## src/rtl/alu_issue_if.sv

```systemverilog
// Bundle between alu_issue_stage and its environment: instruction handshake, yAlu drive/return,
// retired-result side band and the debug register read port.
interface alu_issue_if #(
    parameter int unsigned W = 32
);
    logic         in_valid;
    logic         in_ready;
    logic [2:0]   in_op;
    logic [2:0]   in_rd;
    logic [2:0]   in_rs;
    logic [2:0]   in_rt;

    logic [W-1:0] alu_a;
    logic [W-1:0] alu_b;
    logic [2:0]   alu_op;
    logic [W-1:0] alu_z;
    logic         alu_ex;

    logic         out_valid;
    logic [2:0]   out_rd;
    logic [W-1:0] out_data;
    logic         out_ex;
    logic         out_zero;
    logic         out_err;

    logic [2:0]   dbg_addr;
    logic [W-1:0] dbg_data;

    modport slave (
        input  in_valid, in_op, in_rd, in_rs, in_rt,
        output in_ready,
        output alu_a, alu_b, alu_op,
        input  alu_z, alu_ex,
        output out_valid, out_rd, out_data, out_ex, out_zero, out_err,
        input  dbg_addr,
        output dbg_data
    );

    modport master (
        output in_valid, in_op, in_rd, in_rs, in_rt,
        input  in_ready,
        input  alu_a, alu_b, alu_op,
        output alu_z, alu_ex,
        input  out_valid, out_rd, out_data, out_ex, out_zero, out_err,
        output dbg_addr,
        input  dbg_data
    );
endinterface

```

## src/rtl/alu_issue_stage.sv

```systemverilog
// Three-cycle issue/execute/writeback stage around the combinational yAlu, with an 8 x W
// register file (R0 hardwired to zero) and a combinational debug read port.
module alu_issue_stage #(
    parameter int unsigned W    = 32,
    parameter int unsigned NREG = 8
) (
    input  logic       clk,
    input  logic       rst_n,
    alu_issue_if.slave bus
);
    typedef enum logic [1:0] {StIdle, StExec, StWb} state_e;

    state_e       state_q, state_d;
    logic [W-1:0] rf_q [NREG];
    logic [W-1:0] rf_d [NREG];
    logic [2:0]   rd_q, rd_d;
    logic [W-1:0] alu_a_q, alu_a_d;
    logic [W-1:0] alu_b_q, alu_b_d;
    logic [2:0]   alu_op_q, alu_op_d;
    logic         in_ready_q, in_ready_d;
    logic         out_valid_q, out_valid_d;
    logic         out_err_q, out_err_d;
    logic         out_ex_q, out_ex_d;
    logic [W-1:0] out_data_q, out_data_d;
    logic [2:0]   out_rd_q, out_rd_d;
    logic         op_legal;

    assign op_legal = alu_op_q inside {3'b000, 3'b001, 3'b010, 3'b110};

    always_comb begin
        state_d     = state_q;
        rf_d        = rf_q;
        rd_d        = rd_q;
        alu_a_d     = alu_a_q;
        alu_b_d     = alu_b_q;
        alu_op_d    = alu_op_q;
        in_ready_d  = in_ready_q;
        out_valid_d = out_valid_q;
        out_err_d   = out_err_q;
        out_ex_d    = out_ex_q;
        out_data_d  = out_data_q;
        out_rd_d    = out_rd_q;
        unique case (state_q)
            StIdle: begin
                if (bus.in_valid && in_ready_q) begin
                    // Operands go straight onto the yAlu drive registers for the EXEC cycle.
                    alu_a_d    = rf_q[bus.in_rs];
                    alu_b_d    = rf_q[bus.in_rt];
                    alu_op_d   = bus.in_op;
                    rd_d       = bus.in_rd;
                    in_ready_d = 1'b0;
                    state_d    = StExec;
                end
            end
            StExec: begin
                out_valid_d = 1'b1;
                out_rd_d    = rd_q;
                out_err_d   = ~op_legal;
                out_data_d  = op_legal ? bus.alu_z : '0;
                out_ex_d    = op_legal & bus.alu_ex;
                state_d     = StWb;
            end
            StWb: begin
                if (!out_err_q && rd_q != 3'd0) begin
                    rf_d[rd_q] = out_data_q;
                end
                out_valid_d = 1'b0;
                out_err_d   = 1'b0;
                in_ready_d  = 1'b1;
                state_d     = StIdle;
            end
            default: state_d = StIdle;
        endcase
    end

    always_ff @(posedge clk or negedge rst_n) begin
        if (!rst_n) begin
            state_q     <= StIdle;
            rf_q        <= '{default: '0};
            rd_q        <= '0;
            alu_a_q     <= '0;
            alu_b_q     <= '0;
            alu_op_q    <= '0;
            in_ready_q  <= 1'b1;
            out_valid_q <= 1'b0;
            out_err_q   <= 1'b0;
            out_ex_q    <= 1'b0;
            out_data_q  <= '0;
            out_rd_q    <= '0;
        end else begin
            state_q     <= state_d;
            rf_q        <= rf_d;
            rd_q        <= rd_d;
            alu_a_q     <= alu_a_d;
            alu_b_q     <= alu_b_d;
            alu_op_q    <= alu_op_d;
            in_ready_q  <= in_ready_d;
            out_valid_q <= out_valid_d;
            out_err_q   <= out_err_d;
            out_ex_q    <= out_ex_d;
            out_data_q  <= out_data_d;
            out_rd_q    <= out_rd_d;
        end
    end

    assign bus.in_ready  = in_ready_q;
    assign bus.alu_a     = alu_a_q;
    assign bus.alu_b     = alu_b_q;
    assign bus.alu_op    = alu_op_q;
    assign bus.out_valid = out_valid_q;
    assign bus.out_rd    = out_rd_q;
    assign bus.out_data  = out_data_q;
    assign bus.out_ex    = out_ex_q;
    assign bus.out_err   = out_err_q;
    assign bus.out_zero  = (out_data_q == '0);
    assign bus.dbg_data  = (bus.dbg_addr == 3'd0) ? '0 : rf_q[bus.dbg_addr];
endmodule

```

## src/flat_wrapper.sv

```systemverilog
// flat-port wrapper written by rule: the top's interface ports become plain ports
module alu_issue_stage_flat 
#(
    parameter int unsigned W    = 32,
    parameter int unsigned NREG = 8
)
  (clk, rst_n, bus_in_valid, bus_in_op, bus_in_rd, bus_in_rs, bus_in_rt, bus_in_ready, bus_alu_a, bus_alu_b, bus_alu_op, bus_alu_z, bus_alu_ex, bus_out_valid, bus_out_rd, bus_out_data, bus_out_ex, bus_out_zero, bus_out_err, bus_dbg_addr, bus_dbg_data);
  alu_issue_if #(.W(W)) bus_i ();
  input  logic clk;
  input  logic rst_n;
  input wire logic [$bits(bus_i.in_valid)-1:0] bus_in_valid;
  input wire logic [$bits(bus_i.in_op)-1:0] bus_in_op;
  input wire logic [$bits(bus_i.in_rd)-1:0] bus_in_rd;
  input wire logic [$bits(bus_i.in_rs)-1:0] bus_in_rs;
  input wire logic [$bits(bus_i.in_rt)-1:0] bus_in_rt;
  output wire logic [$bits(bus_i.in_ready)-1:0] bus_in_ready;
  output wire logic [$bits(bus_i.alu_a)-1:0] bus_alu_a;
  output wire logic [$bits(bus_i.alu_b)-1:0] bus_alu_b;
  output wire logic [$bits(bus_i.alu_op)-1:0] bus_alu_op;
  input wire logic [$bits(bus_i.alu_z)-1:0] bus_alu_z;
  input wire logic [$bits(bus_i.alu_ex)-1:0] bus_alu_ex;
  output wire logic [$bits(bus_i.out_valid)-1:0] bus_out_valid;
  output wire logic [$bits(bus_i.out_rd)-1:0] bus_out_rd;
  output wire logic [$bits(bus_i.out_data)-1:0] bus_out_data;
  output wire logic [$bits(bus_i.out_ex)-1:0] bus_out_ex;
  output wire logic [$bits(bus_i.out_zero)-1:0] bus_out_zero;
  output wire logic [$bits(bus_i.out_err)-1:0] bus_out_err;
  input wire logic [$bits(bus_i.dbg_addr)-1:0] bus_dbg_addr;
  output wire logic [$bits(bus_i.dbg_data)-1:0] bus_dbg_data;
  assign bus_i.in_valid = bus_in_valid;
  assign bus_i.in_op = bus_in_op;
  assign bus_i.in_rd = bus_in_rd;
  assign bus_i.in_rs = bus_in_rs;
  assign bus_i.in_rt = bus_in_rt;
  assign bus_in_ready = bus_i.in_ready;
  assign bus_alu_a = bus_i.alu_a;
  assign bus_alu_b = bus_i.alu_b;
  assign bus_alu_op = bus_i.alu_op;
  assign bus_i.alu_z = bus_alu_z;
  assign bus_i.alu_ex = bus_alu_ex;
  assign bus_out_valid = bus_i.out_valid;
  assign bus_out_rd = bus_i.out_rd;
  assign bus_out_data = bus_i.out_data;
  assign bus_out_ex = bus_i.out_ex;
  assign bus_out_zero = bus_i.out_zero;
  assign bus_out_err = bus_i.out_err;
  assign bus_i.dbg_addr = bus_dbg_addr;
  assign bus_dbg_data = bus_i.dbg_data;
  alu_issue_stage #(.W(W), .NREG(NREG)) u_core (.clk(clk), .rst_n(rst_n), .bus(bus_i));
endmodule
```

## config.mk

```make
export PLATFORM = sky130hd
export DESIGN_NAME = alu_issue_stage_flat
export DESIGN_NICKNAME = d
export VERILOG_FILES = /design/src/rtl/alu_issue_if.sv /design/src/rtl/alu_issue_stage.sv /design/src/flat_wrapper.sv
export SDC_FILE = /design/constraint.sdc
export NUM_CORES = 1
export LEC_CHECK = 0
export ABC_AREA = 0
export CAP_MARGIN = 20
export CORE_AREA = 3 3 221 201
export DETAILED_ROUTE_END_ITERATION = 10
export DIE_AREA = 0 0 224 204
export PLACE_DENSITY = 0.74
export SLEW_MARGIN = 30
export SYNTH_ARGS = -nofsm -noshare
export SYNTH_HDL_FRONTEND = slang
export SYNTH_SLANG_ARGS = --single-unit
```

## constraint.sdc

```tcl
create_clock -name clk -period 2.1 [get_ports clk]
set_input_delay 0.21 -clock clk [delete_from_list [all_inputs] [get_ports clk]]
set_output_delay 0.21 -clock clk [all_outputs]
set_load 0.02 [all_outputs]
```

# ---- Yosys cells after proc, flatten, opt, wreduce, memory -nomap -nowiden
# Cells that the tools add are included.
dict set report op_classes {
  order_cmp 5
  eq_ne 6
  mux 20
  bitwise_logic 6
  reduce_logical 15
}
# operator n
set op_table {}
lappend op_table {{$bmux W32 S3} 3}
lappend op_table {{$mux W32} 9}
lappend op_table {{$bwmux W256} 1}
lappend op_table {{$demux W32 S3} 1}
lappend op_table {{$logic_not A32 Y1} 1}
lappend op_table {{$ge A4 B4 Y1 const B} 4}
lappend op_table {{$not A3 Y4} 4}
lappend op_table {{$logic_not A3 Y1} 2}
lappend op_table {{$pmux W1 S2} 3}
lappend op_table {{$reduce_and A2 Y1} 3}
lappend op_table {{$lt A4 B1 Y1 const B} 1}
lappend op_table {{$pmux W2 S2} 1}
lappend op_table {{$reduce_bool A2 Y1} 2}
lappend op_table {{$reduce_bool A4 Y1} 1}
lappend op_table {{$eq A3 B1 Y1 const B} 1}
lappend op_table {{$eq A3 B2 Y1 const B} 1}
lappend op_table {{$eq A3 B3 Y1 const B} 1}
lappend op_table {{$logic_and A1 B1 Y1} 3}
lappend op_table {{$reduce_bool A3 Y1} 1}
lappend op_table {{$eq A2 B1 Y1 const B} 1}
lappend op_table {{$eq A2 B2 Y1 const B} 1}
lappend op_table {{$logic_not A2 Y1} 1}
lappend op_table {{$mux W2} 1}
lappend op_table {{$ne A2 B1 Y1 const B} 1}
lappend op_table {{4 further kinds} 4}
dict set report word_totals {
  register_bits 367
  inputBits 51
  output_inout_bits 139
  word_cells 71
}

# ---- Logic depth before layout (Yosys ltp)
dict set report logic_depth {
  word_depth 6
  mapped_depth 7
  ltp_nobuf 5
}

# ---- Worst setup path after synthesis
# No wires, ideal clock.
dict set report synth_path {
  path_kind {flip-flop to flip-flop}
  from {register u_core.state_q[0]}
  to {register u_core.rf_q[129] in the netlist's numbering}
  setup_ps 125
  arrival_ps 1766
  required_time_ps 1975
  path_slack_ps 210
  stages_incl_launch_ff 8
  path_buffers 2
  period_less_slack_ps 1890
  path_cell_list {dfrtp_1 > inv_1 > ha_1 > nor3b_2 > nor2b_1 > clkbuf_1 > buf_4 > mux2_2}
}
dict set report synth_via {
  elab_chain_len 2
}
# item line_no
set synth_lines {}
lappend synth_lines {{start: declaration} alu_issue_stage.sv:13} ;# state_e state_q, state_d;
lappend synth_lines {{start signal: assignment} alu_issue_stage.sv:78} ;# state_q <= StIdle;
lappend synth_lines {{start signal: assignment} alu_issue_stage.sv:91} ;# state_q <= state_d;
lappend synth_lines {{$eq A2 B2 Y1} alu_issue_stage.sv:43} ;# unique case (state_q)
lappend synth_lines {{$reduce_and A2 Y1 (no line)} -}
lappend synth_lines {{end signal: assignment} alu_issue_stage.sv:92} ;# rf_q <= rf_d;
lappend synth_lines {{end: declaration} alu_issue_stage.sv:14} ;# logic [W-1:0] rf_q [NREG];
# Every way passes these cells.
# A chain may end at the register's enable or synchronous reset.

# ---- Worst setup path after layout
dict set report layout_path {
  from {register u_core.out_data_q[21] (netlist: u_core.bus.out_data[21])}
  to {output port bus_out_zero}
}
dict set report layout_via {
  elab_chain_len 1
}
# item line_no
set layout_lines {}
lappend layout_lines {{start: declaration} alu_issue_stage.sv:24} ;# logic [W-1:0] out_data_q, out_data_d;
lappend layout_lines {{start signal: assignment} alu_issue_stage.sv:101} ;# out_data_q <= out_data_d;
lappend layout_lines {{$logic_not A32 Y1} alu_issue_stage.sv:115} ;# assign bus.out_zero = (out_data_q == '0);
lappend layout_lines {{end: declaration} flat_wrapper.sv:26} ;# output wire logic [$bits(bus_i.out_zero)-1:0] bus_out_zero;
# Every way passes these cells.

==> flow_summary.ini <==
[timing]
finalCriticalPeriod_ns = 2.32
drv_slew = 0
fin_skew_ns = 0.0218
setup_ws_ns = -0.225
rsz0062_at_grt = true
hold_ws_ns = 0.226
max_freq_mhz = 430
setup_tns_ns = -0.225
hold_viol_final = 0
finalCritPeriodShare_pct = 111
setup_viol = 1
tightest_slew_ns = 0.856
slew_headroom_pct = 42.9

[global_routing]
grt_pass1_wl_um = 82500
grtUsageTotal_pct = 23.6
antenna_found_initial = 0
grt_max_degree = 69
grt_remaining_overflow = 0
grt_pass1_vias = 13455

[finish]
syn_to_final_growth_pct = 25.8
nets = 1580
post-route-util_pct = 56.6
antennaDiodeCount = 0
drive_gt1_share_pct = 45.4
num-fill-cells = 3312
final_cells = 2098
final-seq-area_um2 = 9190
multi_input_area_um2 = 9190

[routing]
drt_iter0_markers = 985
drc_errors = 0
wl_per_cell_um = 25.6
dr.pass1.iters = 5
finalWirelength_um = 53700
via_per_inst = 6.06
drtAntennaViolNets = 0
num_vias = 12705

[pwr]
p_sw_share_pct = 23.1
pwr-share-clk_pct = 45.7
internal_power_mw = 11.4
leakagePower_nw = 10.9
switchingPower_mw = 3.44
peakVddDrop_v = 0.000535
combPwrFrac_pct = 6.8
power.density_nw_per_um2 = 625
seqPwrFrac_pct = 47.5

[synthesis]
synth_largest_area_cell = dfrtp_1
avgSynthCellArea_um2 = 14.6
synth_edf_count = 0
yosys-top-cells-area = dfrtp_1 48%, mux4_2 19%, mux2_2 14%
synth.distinct_cells = 33
netlist.area_leader.share_pct = 48.4
ys_ff_latch = 367
ys.flop_type = dfrtp_1
netlist_instances = 1296
syn-cell-area_um2 = 18900
yosysSeqAreaShare_pct = 48.6
yosysWarnings = 0
synthArstFlopShare_pct = 100
synth_nets = 1352

[floorplan]
coreArea_um2 = 42000
io_pins = 190
design.die.area_um2 = 45700
num_rows = 71
die_y_um = 204
dieWidth_um = 224
start_util_pct = 45.0

[setup_path]
critPathBufInv = 2
critPathMaxFanout = 2
path_delay_family = simple AND/OR/NAND/NOR gates
arrival_ns = 2.11
worstPathRequired_ns = 1.89
worstSetupStartpointType = register
worstPathCellList = nor4_4 > buf_4 > nand4_1 > nor2_4 > buf_6
cpPeakStageDelay_ns = 0.41
critPathKind = register to output port
critPathSlowestCell = dfrtp_1
worstSetupEndpointType = output port

[placement]
numPortBuffers = 189
place_congestion = 0.823
pre_cts_slack_ns = -0.327
post-place-cells = 2012
hpwl_um = 35000

[outcome]
violations = setup timing
status = finished, violations left

[cts]
cts-root-buf = clkbuf_16
cts_tree = yes
clock_sinks = 367
clock_path_buffers = 3
insertion_delay_ns = 0.56
clk_pin_slew_ns = 0.06
cts_buffers = 40
htree_levels = 2

[flow_run]
drv_cap = 0

[hold_path]
hold_class = primary input to register
-- stage by stage --
step	instance area (µm²)	power [mW]
4_1_cts	23600	15.1
3_3_place_gp	22300	8.22
6_report	23800	14.9
5_1_grt	23800	15.4
2_1_floorplan	18900	7.63
3_5_place_dp	22300	8.23
-- worst reg2reg max path: stages (launching register included) --
cell      delay (ns)
dfrtp_1         0.38
inv_1           0.11
ha_2            0.24
nand3b_4        0.11
buf_4           0.17
nor3b_4         0.22
buf_12          0.15
buf_12          0.17
mux2_2          0.36
-- per-layer routing --
layer / part of all wire [%] / vias to the layer above / track usage [%]
met2: 48 / 571 / 37.9
li1: - / 5390 / -
met5: 0 / - / 0
met4: 3.1 / 0 / 8.15
met1: 41 / 6644 / 31.9
met3: 7.6 / 100 / 5.59
-- Yosys cell counts, types with 5 or more instances --
cell type and count:
clkbuf_1 66, ha_1 5, mux4_2 160, a22o_1 33, buf_1 14, mux2i_1 65, mux2_2 236, inv_1 37
a221oi_1 31, nand2_1 67, buf_4 14, dfrtp_1 366, a21oi_1 33, mux2_4 30, o21ai_0 66, buf_2 41
nor4_1 8
-- power groups by stage --
stage | combinational [mW] | sequential [mW] | clock (mW)
after floorplan | 0.431 | 7.20 | 0
after CTS | 1.02 | 7.07 | 6.97
after global routing | 1.08 | 7.07 | 7.24
after global placement | 1.02 | 7.20 | 0
final | 1.01 | 7.07 | 6.79
after detailed placement | 1.03 | 7.20 | 0
-- timing repair --
action	in CTS	in global routing
hold buffers	1	0
setup buffers	7	10
gates cloned	0	1
endpoints found under the hold margin	56	0
pin swaps	3	5
endpoints found under the setup margin	34	100
gates resized for setup	133	41
-- registers in the layout, summed over array words and instances (netlist names) --
register and count:
u_core.rf_q 256, u_core.bus.alu_a 32, u_core.bus.alu_b 32, u_core.bus.out_data 32, u_core.bus.alu_op 3, u_core.bus.out_rd 3, u_core.rd_q 3, u_core.state_q 2
u_core.bus.in_ready 1, u_core.bus.out_err 1, u_core.bus.out_ex 1, u_core.bus.out_valid 1
-- placed cells by master (no fill, tap or decap), types with 2 or more instances in the layout --
cell type        synthesis  routed
a221oi_1                31      12
nand4_1                  2       2
a22o_1                  33      33
clkdlybuf4s50_1          0     145
nor4_4                   0       2
clkbuf_1                66       9
nand3b_1                 2       2
mux4_2                 160     160
dfrtp_1                366     366
buf_12                   0      45
buf_2                   41      28
nor4_1                   8       4
nor4_2                   0       2
nand2_1                 67      67
a21oi_1                 33      30
buf_4                   14      98
a21oi_2                  0       3
inv_1                   37      35
nor3b_4                  0       3
mux2_2                 236     234
inv_2                    0       2
mux2_4                  30      32
nor2_4                   0       2
o21ai_0                 66      66
a221oi_2                 0      19
clkinv_2                 0       9
clkbuf_16                0      42
nor2b_4                  0       2
clkbuf_8                 0       7
ha_1                     5       4
inv_6                    0       2
mux2i_1                 65      65
-- cell type report --
| type | instances | area share [%] |
|---|---|---|
| multi-input cells | 754 | 38.6 |
| flip-flops and latches | 367 | 38.6 |
| repair buffers | 324 | 14.0 |
| clock buffers | 57 | 4.86 |
| well taps | 547 | 2.88 |
| inverters | 37 | 0.584 |
| clock inverters | 12 | 0.389 |
-- path summary, 6_finish.rpt --
kind / from / endpoint / slack [ns] / cells after the start
min reg2reg: u_core.rf_q[232] / u_core.rf_q[232] / 0.40 / 0
min: bus_in_rt[1] / u_core.bus.alu_b[30] / 0.23 / 3
max: u_core.bus.out_data[21] / bus_out_zero / -0.22 / 5
max in group asynchronous: rst_n / u_core.rf_q[110] / 1.09 / 3
min in group asynchronous: rst_n / u_core.bus.alu_op[2] / 0.24 / 2
max reg2reg: u_core.state_q[0] / u_core.rf_q[50] / 0.09 / 8
-- cell families after synthesis --
logic type | count (synthesis) | synth area share, %
adder cells (fa/ha/maj) | 5 | 0.331
AND/OR/NAND/NOR | 91 | 2.28
AO/OA/AOI/OAI | 166 | 5.70
multiplexers | 492 | 39.0
flip-flops | 367 | 48.6
buffers and inverters | 175 | 4.14
Power figures use the tool's default switching activity.
